<file path="config.mk">
export PLATFORM = sky130hd
export DESIGN_NAME = bp_be_pipe_mem_tracked
export DESIGN_NICKNAME = d
export VERILOG_FILES = /design/src/rtl/bp_be_pipe_mem_tracked.sv
export SDC_FILE = /design/constraint.sdc
export NUM_CORES = 1
export LEC_CHECK = 0
export BUFFER_PORTS_ARGS = -buffer_cell sky130_fd_sc_hd__buf_2
export CORE_AREA = 2 2 176 178
export DETAILED_ROUTE_END_ITERATION = 7
export DIE_AREA = 0 0 178 180
export SYNTH_ARGS = -nofsm -noshare
export SYNTH_HDL_FRONTEND = slang
export SYNTH_SLANG_ARGS = --single-unit
export TNS_END_PERCENT = 100
</file>
<file path="constraint.sdc">
create_clock -name clk_i -period 3.16 [get_ports clk_i]
set_input_delay 0.632 -clock clk_i [delete_from_list [all_inputs] [get_ports clk_i]]
set_output_delay 0.632 -clock clk_i [all_outputs]
set_load 0.05 [all_outputs]
</file>
<file path="src/rtl/bp_be_pipe_mem_tracked.sv">
// Memory pipe with an in-order tracker of up to inflight_p int load/store ops.
// Aligned ops go to the MMU through one command slot; misaligned ops retire locally as exceptions.
module bp_be_pipe_mem_tracked #(
  parameter  int vaddr_width_p = 39,
  parameter  int data_width_p  = 64,
  parameter  int inflight_p    = 4,
  localparam int tag_width_lp  = $clog2(inflight_p)
) (
  input  logic                     clk_i,
  input  logic                     reset_n_i,
  input  logic                     issue_v_i,
  output logic                     issue_ready_o,
  input  logic                     issue_store_i,
  input  logic [1:0]               issue_size_i,
  input  logic                     issue_unsigned_i,
  input  logic [data_width_p-1:0]  rs1_i,
  input  logic [data_width_p-1:0]  rs2_i,
  input  logic [data_width_p-1:0]  imm_i,
  input  logic                     flush_i,
  output logic                     cmd_v_o,
  input  logic                     cmd_ready_i,
  output logic                     cmd_store_o,
  output logic [1:0]               cmd_size_o,
  output logic [vaddr_width_p-1:0] cmd_vaddr_o,
  output logic [data_width_p-1:0]  cmd_data_o,
  output logic [tag_width_lp-1:0]  cmd_tag_o,
  input  logic                     resp_v_i,
  output logic                     resp_ready_o,
  input  logic [tag_width_lp-1:0]  resp_tag_i,
  input  logic [data_width_p-1:0]  resp_data_i,
  input  logic                     resp_fault_i,
  input  logic                     resp_miss_i,
  output logic                     result_v_o,
  output logic [data_width_p-1:0]  result_data_o,
  output logic                     exc_v_o,
  output logic                     miss_v_o,
  output logic                     misaligned_o,
  output logic                     err_o
);

  localparam int cnt_width_lp = tag_width_lp + 1;
  localparam logic [cnt_width_lp-1:0] depth_lp = cnt_width_lp'(inflight_p);

  logic [inflight_p-1:0]   ent_store_q, ent_unsigned_q, ent_local_q, ent_killed_q;
  logic [1:0]              ent_size_q [inflight_p];
  logic [tag_width_lp-1:0] head_q, tail_q;
  logic [cnt_width_lp-1:0] count_q, count_d;

  logic                     cmd_v_q, cmd_store_q;
  logic [1:0]               cmd_size_q;
  logic [vaddr_width_p-1:0] cmd_vaddr_q;
  logic [data_width_p-1:0]  cmd_data_q;
  logic [tag_width_lp-1:0]  cmd_tag_q;

  logic                    result_v_q, exc_q, miss_q, misaligned_q, err_q;
  logic [data_width_p-1:0] result_data_q;

  logic [data_width_p-1:0]  sum;
  logic [vaddr_width_p-1:0] vaddr;
  logic                     misaligned, push, cmd_load, drop;
  logic [data_width_p-1:0]  st_data, ld_ext;
  logic                     not_empty, head_local, head_store, head_unsigned, head_killed;
  logic [1:0]               head_size;
  logic                     local_pop, resp_ok, pop, retire;
  logic                     unused_sum_hi;

  assign sum           = rs1_i + imm_i;
  assign vaddr         = sum[vaddr_width_p-1:0];
  assign unused_sum_hi = ^sum[data_width_p-1:vaddr_width_p];

  always_comb begin
    misaligned = 1'b0;
    case (issue_size_i)
      2'd1:    misaligned = vaddr[0];
      2'd2:    misaligned = |vaddr[1:0];
      2'd3:    misaligned = |vaddr[2:0];
      default: misaligned = 1'b0;
    endcase
  end

  always_comb begin
    st_data = rs2_i;
    case (issue_size_i)
      2'd0:    st_data = data_width_p'(rs2_i[7:0]);
      2'd1:    st_data = data_width_p'(rs2_i[15:0]);
      2'd2:    st_data = data_width_p'(rs2_i[31:0]);
      default: st_data = rs2_i;
    endcase
  end

  // A pop in this cycle deliberately does not make room for an issue.
  assign issue_ready_o = ~flush_i & (count_q < depth_lp) & (~cmd_v_q | cmd_ready_i);
  assign push          = issue_v_i & issue_ready_o;
  assign cmd_load      = push & ~misaligned;
  assign drop          = flush_i & cmd_v_q & ~cmd_ready_i;

  assign not_empty     = (count_q != '0);
  assign head_local    = ent_local_q[head_q];
  assign head_store    = ent_store_q[head_q];
  assign head_unsigned = ent_unsigned_q[head_q];
  assign head_killed   = ent_killed_q[head_q];
  assign head_size     = ent_size_q[head_q];

  assign local_pop = not_empty & head_local;
  assign resp_ok   = resp_v_i & not_empty & ~head_local & (resp_tag_i == head_q);
  assign pop       = local_pop | resp_ok;
  // A flush also silences whatever pops in the same cycle.
  assign retire    = pop & ~head_killed & ~flush_i;

  always_comb begin
    ld_ext = resp_data_i;
    case (head_size)
      2'd0:    ld_ext = {{(data_width_p-8){~head_unsigned & resp_data_i[7]}}, resp_data_i[7:0]};
      2'd1:    ld_ext = {{(data_width_p-16){~head_unsigned & resp_data_i[15]}}, resp_data_i[15:0]};
      2'd2:    ld_ext = {{(data_width_p-32){~head_unsigned & resp_data_i[31]}}, resp_data_i[31:0]};
      default: ld_ext = resp_data_i;
    endcase
  end

  always_comb begin
    count_d = count_q;
    if (push) count_d = count_d + cnt_width_lp'(1);
    if (pop)  count_d = count_d - cnt_width_lp'(1);
    if (drop) count_d = count_d - cnt_width_lp'(1);
  end

  always_ff @(posedge clk_i or negedge reset_n_i) begin
    if (!reset_n_i) begin
      ent_store_q    <= '0;
      ent_unsigned_q <= '0;
      ent_local_q    <= '0;
      ent_killed_q   <= '0;
      for (int i = 0; i < inflight_p; i++) ent_size_q[i] <= 2'd0;
    end else begin
      if (flush_i) ent_killed_q <= '1;
      if (push) begin
        ent_store_q[tail_q]    <= issue_store_i;
        ent_unsigned_q[tail_q] <= issue_unsigned_i;
        ent_local_q[tail_q]    <= misaligned;
        ent_killed_q[tail_q]   <= 1'b0;
        ent_size_q[tail_q]     <= issue_size_i;
      end
    end
  end

  // The unsent command is always the youngest entry, so dropping it rewinds the tail.
  always_ff @(posedge clk_i or negedge reset_n_i) begin
    if (!reset_n_i) begin
      head_q  <= '0;
      tail_q  <= '0;
      count_q <= '0;
    end else begin
      count_q <= count_d;
      if (pop) head_q <= head_q + tag_width_lp'(1);
      if (push)      tail_q <= tail_q + tag_width_lp'(1);
      else if (drop) tail_q <= tail_q - tag_width_lp'(1);
    end
  end

  always_ff @(posedge clk_i or negedge reset_n_i) begin
    if (!reset_n_i) begin
      cmd_v_q     <= 1'b0;
      cmd_store_q <= 1'b0;
      cmd_size_q  <= 2'd0;
      cmd_vaddr_q <= '0;
      cmd_data_q  <= '0;
      cmd_tag_q   <= '0;
    end else if (flush_i) begin
      cmd_v_q <= 1'b0;
    end else if (cmd_load) begin
      cmd_v_q     <= 1'b1;
      cmd_store_q <= issue_store_i;
      cmd_size_q  <= issue_size_i;
      cmd_vaddr_q <= vaddr;
      cmd_data_q  <= st_data;
      cmd_tag_q   <= tail_q;
    end else if (cmd_ready_i) begin
      cmd_v_q <= 1'b0;
    end
  end

  always_ff @(posedge clk_i or negedge reset_n_i) begin
    if (!reset_n_i) begin
      result_v_q    <= 1'b0;
      result_data_q <= '0;
      exc_q         <= 1'b0;
      miss_q        <= 1'b0;
      misaligned_q  <= 1'b0;
      err_q         <= 1'b0;
    end else begin
      result_v_q    <= retire;
      exc_q         <= retire & (head_local | resp_fault_i);
      miss_q        <= retire & ~head_local & ~resp_fault_i & resp_miss_i;
      misaligned_q  <= retire & head_local;
      result_data_q <= (retire & ~head_local & ~resp_fault_i & ~resp_miss_i & ~head_store)
                       ? ld_ext : '0;
      err_q         <= err_q | (resp_v_i & ~resp_ok);
    end
  end

  assign cmd_v_o       = cmd_v_q;
  assign cmd_store_o   = cmd_store_q;
  assign cmd_size_o    = cmd_size_q;
  assign cmd_vaddr_o   = cmd_vaddr_q;
  assign cmd_data_o    = cmd_data_q;
  assign cmd_tag_o     = cmd_tag_q;
  assign resp_ready_o  = 1'b1;
  assign result_v_o    = result_v_q;
  assign result_data_o = result_data_q;
  assign exc_v_o       = exc_q;
  assign miss_v_o      = miss_q;
  assign misaligned_o  = misaligned_q;
  assign err_o         = err_q;

endmodule

</file>
==> qor.json <==
{
  "post_cts_buffers": 0,
  "power.ir.vdd_worst_mv": 0.755,
  "syn_to_final_growth_pct": 36.9,
  "maxCapViolations": 0,
  "clock_tree.root_cell": "sky130_fd_sc_hd__clkbuf_16",
  "fraction_of_power_spent_switching_nets_pct": 44.2,
  "critical_path.slowest_cell": "sky130_fd_sc_hd__dfrtp_1",
  "grt_antenna_before_repair": 3,
  "tritoncts_clock_tree": "built",
  "synthArstFlopShare_pct": 100,
  "synth_top_cell_by_area": "sky130_fd_sc_hd__dfrtp_1",
  "total_leakage_power_uw": 0.00723,
  "slowest_delay_ps": 690,
  "run_status": "finished, final reports clean",
  "ys_ff_latch": 209,
  "max-clock-path-buffers": 3,
  "fin_nets": 1738,
  "final_hold_vio_count": 0,
  "grt_max_degree": 73,
  "critical_path.startpoint_type": "register",
  "syn-instance-count": 999,
  "dpl-instance-area_um2": 12800,
  "initial_utilization_pct": 33.1,
  "route.final.wire_length_um": 29700,
  "postSynth.topFlopCell": "sky130_fd_sc_hd__dfrtp_1",
  "cts_max_level": 1,
  "placed_cells_incl_taps": 1795,
  "final-instance-count-excl-fill": 1839,
  "tritoncts_num_sinks": 209,
  "post-synth-top-area-fraction_pct": 52.3,
  "worstSetupPathType": "reg -> reg",
  "synth_seq_area_share_pct": 52.3,
  "detailroute.via_count": 8714,
  "worst_slew_margin_rel_pct": 63.3,
  "power.clock.fraction_pct": 25.1,
  "row_count": 64,
  "sum_of_overflow_across_all_layers_after_global_routing": 0,
  "post_synth_instance_area_um2": 10000,
  "chipWidth_um": 178,
  "max_freq_mhz": 358,
  "first_pass_iters": 6,
  "place_congestion": 0.848,
  "period_share_pct": 88.4,
  "p_seq_share_pct": 31.6,
  "die_height_um": 180,
  "timing.reg2reg.setup_slack_ps": 370,
  "place.port_buffers": 398,
  "cts-resized-gates": 0,
  "critPathArrivalTime_ps": 3220,
  "ioPinCount": 450,
  "comb_power_share_pct": 43.3,
  "finish.instance_area_um2": 13700,
  "critical_path_rt_ps": 3590,
  "timing.critical_path.fanout_max": 32,
  "final.hold.worst_slack_ps": 43.2,
  "netlist-cell-type-count": 66,
  "timing_worst_slew_pin_value_ps": 551,
  "hold_path_class": "in -> async",
  "design.die.area_um2": 32000,
  "cts-buffers-inserted": 24,
  "crit_path_end_kind": "register",
  "synth.top_cells.by_count": "sky130_fd_sc_hd__nand2_1, sky130_fd_sc_hd__dfrtp_1, sky130_fd_sc_hd__o21ai_0, sky130_fd_sc_hd__a21oi_1, sky130_fd_sc_hd__clkbuf_1",
  "clkSlewWorstSetupHoldPaths_ps": 60,
  "ys_top_cells_by_area": "sky130_fd_sc_hd__dfrtp_1, sky130_fd_sc_hd__nand2_1, sky130_fd_sc_hd__o21ai_0, sky130_fd_sc_hd__ha_1, sky130_fd_sc_hd__mux2_2",
  "pwr_density_cell_nw_per_um2": 912,
  "final-setup-viol-count": 0,
  "clk_latency_ps": 510,
  "synth_nets": 1312,
  "cpLargestDelayFamily": "simple AND/OR/NAND/NOR gates",
  "grt_pass1_wl_um": 46100,
  "finish.utilization_pct": 45.4,
  "yosys_warnings": 0,
  "route.antenna.remaining_nets": 0,
  "overall_global_routing_resource_usage_pct": 18.1,
  "core_region_area_um2": 30200,
  "final_antenna_diode_count": 0,
  "drt-wirelength-per-cell_um": 16.1,
  "synth_most_common_cell": "sky130_fd_sc_hd__nand2_1",
  "count_of_pins_over_their_slew_limit": 0,
  "avgViaCountPerCell": 4.74,
  "hpwl_um": 22700,
  "syn_avg_cell_area_um2": 10.0,
  "synth-edff-count": 0,
  "rsz0062_at_grt": "false",
  "detail_route.drc_violations": 0,
  "final.min_clock_period_ps": 2790,
  "worstPathCellList": "mux4_2, nand2_1, nand2_2, inv_1, nor3_1, nand3_1, nor2_4, buf_12, o21a_1",
  "first_global_vias": 8819,
  "drt_first_iter_violations": 292,
  "skew_ps": 11.3,
  "intPower_uw": 6960,
  "layout-drive-gt1-share_pct": 38.5,
  "cts-hold-fix-buffers": 0,
  "critical_path.n_buffers_inverters": 2,
  "p_sw_uw": 5520
}
==> layout by cell type (no fill, tap or decap), types with 4 or more instances in the layout <==
cell type	Yosys	layout
sky130_fd_sc_hd__a21o_1	22	22
sky130_fd_sc_hd__a21oi_1	65	65
sky130_fd_sc_hd__buf_12	0	6
sky130_fd_sc_hd__buf_2	6	397
sky130_fd_sc_hd__buf_4	5	52
sky130_fd_sc_hd__bufinv_16	0	6
sky130_fd_sc_hd__clkbuf_1	43	4
sky130_fd_sc_hd__clkbuf_16	0	25
sky130_fd_sc_hd__clkinvlp_4	0	4
sky130_fd_sc_hd__dfrtp_1	209	209
sky130_fd_sc_hd__ha_1	42	42
sky130_fd_sc_hd__inv_1	21	21
sky130_fd_sc_hd__mux2_2	31	31
sky130_fd_sc_hd__mux4_2	6	6
sky130_fd_sc_hd__nand2_1	213	212
sky130_fd_sc_hd__nand2b_1	5	5
sky130_fd_sc_hd__nand3_1	11	11
sky130_fd_sc_hd__nand4_1	7	7
sky130_fd_sc_hd__nor2_1	41	41
sky130_fd_sc_hd__nor2b_1	5	5
sky130_fd_sc_hd__nor3_1	7	6
sky130_fd_sc_hd__o21a_1	37	37
sky130_fd_sc_hd__o21ai_0	109	109
sky130_fd_sc_hd__o21ai_1	5	5
sky130_fd_sc_hd__xnor2_1	26	26
sky130_fd_sc_hd__xor2_1	22	22
==> cell type report <==
cell class                      count  area (um2)
Timing Repair Buffer              456        2510
Sequential cell                   209        5230
Multi-Input combinational cell    713        4480
Tap cell                          396         495
Fill cell                        2991       16500
Clock buffer                       31         668
Inverter                           21        78.8
Clock inverter                     13         229
==> sequential cells by signal (all words and copies together) (netlist names), 2 cells and up <==
name,flops
cmd_data_o,64
cmd_size_o,2
cmd_tag_o,2
cmd_vaddr_o,39
count_q,3
ent_killed_q,4
ent_local_q,4
ent_size_q,8
ent_store_q,4
ent_unsigned_q,4
head_q,2
result_data_o,64
tail_q,2
==> kinds of logic (layout without fill, tap and decap cells) <==
group	after synthesis	after routing	share of synthesized area, %
AND/OR/NAND/NOR	310	310	13.0
AO/OA/AOI/OAI	272	272	16.8
flip-flops	209	209	52.3
buffers and inverters	77	521	3.15
XOR/XNOR	48	48	4.20
adder cells (fa/ha/maj)	43	43	5.45
multiplexers	39	39	5.04
other	1	1	0.0375
==> per-stage QoR <==
step | worst slack, ps | total power, uW | setup TNS (ps)
4_1_cts | 286 | 12700 | 0
3_3_place_gp | -104 | 9330 | -146
6_report | 368 | 12500 | 0
5_1_grt | 187 | 13200 | 0
3_5_place_dp | -119 | 9440 | -327
2_1_floorplan | 138 | 7890 | 0
==> power by group through the flow <==
stage	logic (uW)	registers [uW]	clock network (uW)
4_1_cts	5460	3960	3230
5_1_grt	5800	4070	3340
3_5_place_dp	5450	3990	0
3_3_place_gp	5380	3950	0
2_1_floorplan	1830	6060	0
6_report	5410	3950	3130
==> routing by layer <==
metal / track usage [%] / up-vias / share of wire, % / routed length [um]
li1: - / 4267 / - / -
met1: 20.5 / 4061 / 39 / 11600
met2: 33.2 / 325 / 50 / 14800
met3: 4.65 / 55 / 8.3 / 2480
met4: 4.85 / 6 / 2.4 / 705
met5: 0 / - / 0.14 / 43
==> worst reg2reg max path, cell delays in order (launching register included) <==
cell and delay [ps]:
sky130_fd_sc_hd__dfrtp_1 690, sky130_fd_sc_hd__mux4_2 410, sky130_fd_sc_hd__nand2_1 80, sky130_fd_sc_hd__nand2_2 120, sky130_fd_sc_hd__inv_1 110, sky130_fd_sc_hd__nor3_1 440, sky130_fd_sc_hd__nand3_1 290, sky130_fd_sc_hd__nor2_4 190
sky130_fd_sc_hd__buf_12 190, sky130_fd_sc_hd__o21a_1 200
==> path summary, 6_finish.rpt <==
check                                          to           start  cells past startpoint
worst max-delay path            result_data_o[61]       head_q[0]                      9
worst min-delay path            result_data_o[15]       reset_n_i                      1
worst max register to register  result_data_o[61]       head_q[0]                      9
worst min register to register              err_o           err_o                      1
max in group asynchronous          cmd_data_o[10]       reset_n_i                      2
min in group clk_i               result_data_o[0]  resp_data_i[0]                      3
No activity file was read; power rests on OpenSTA's default activity.
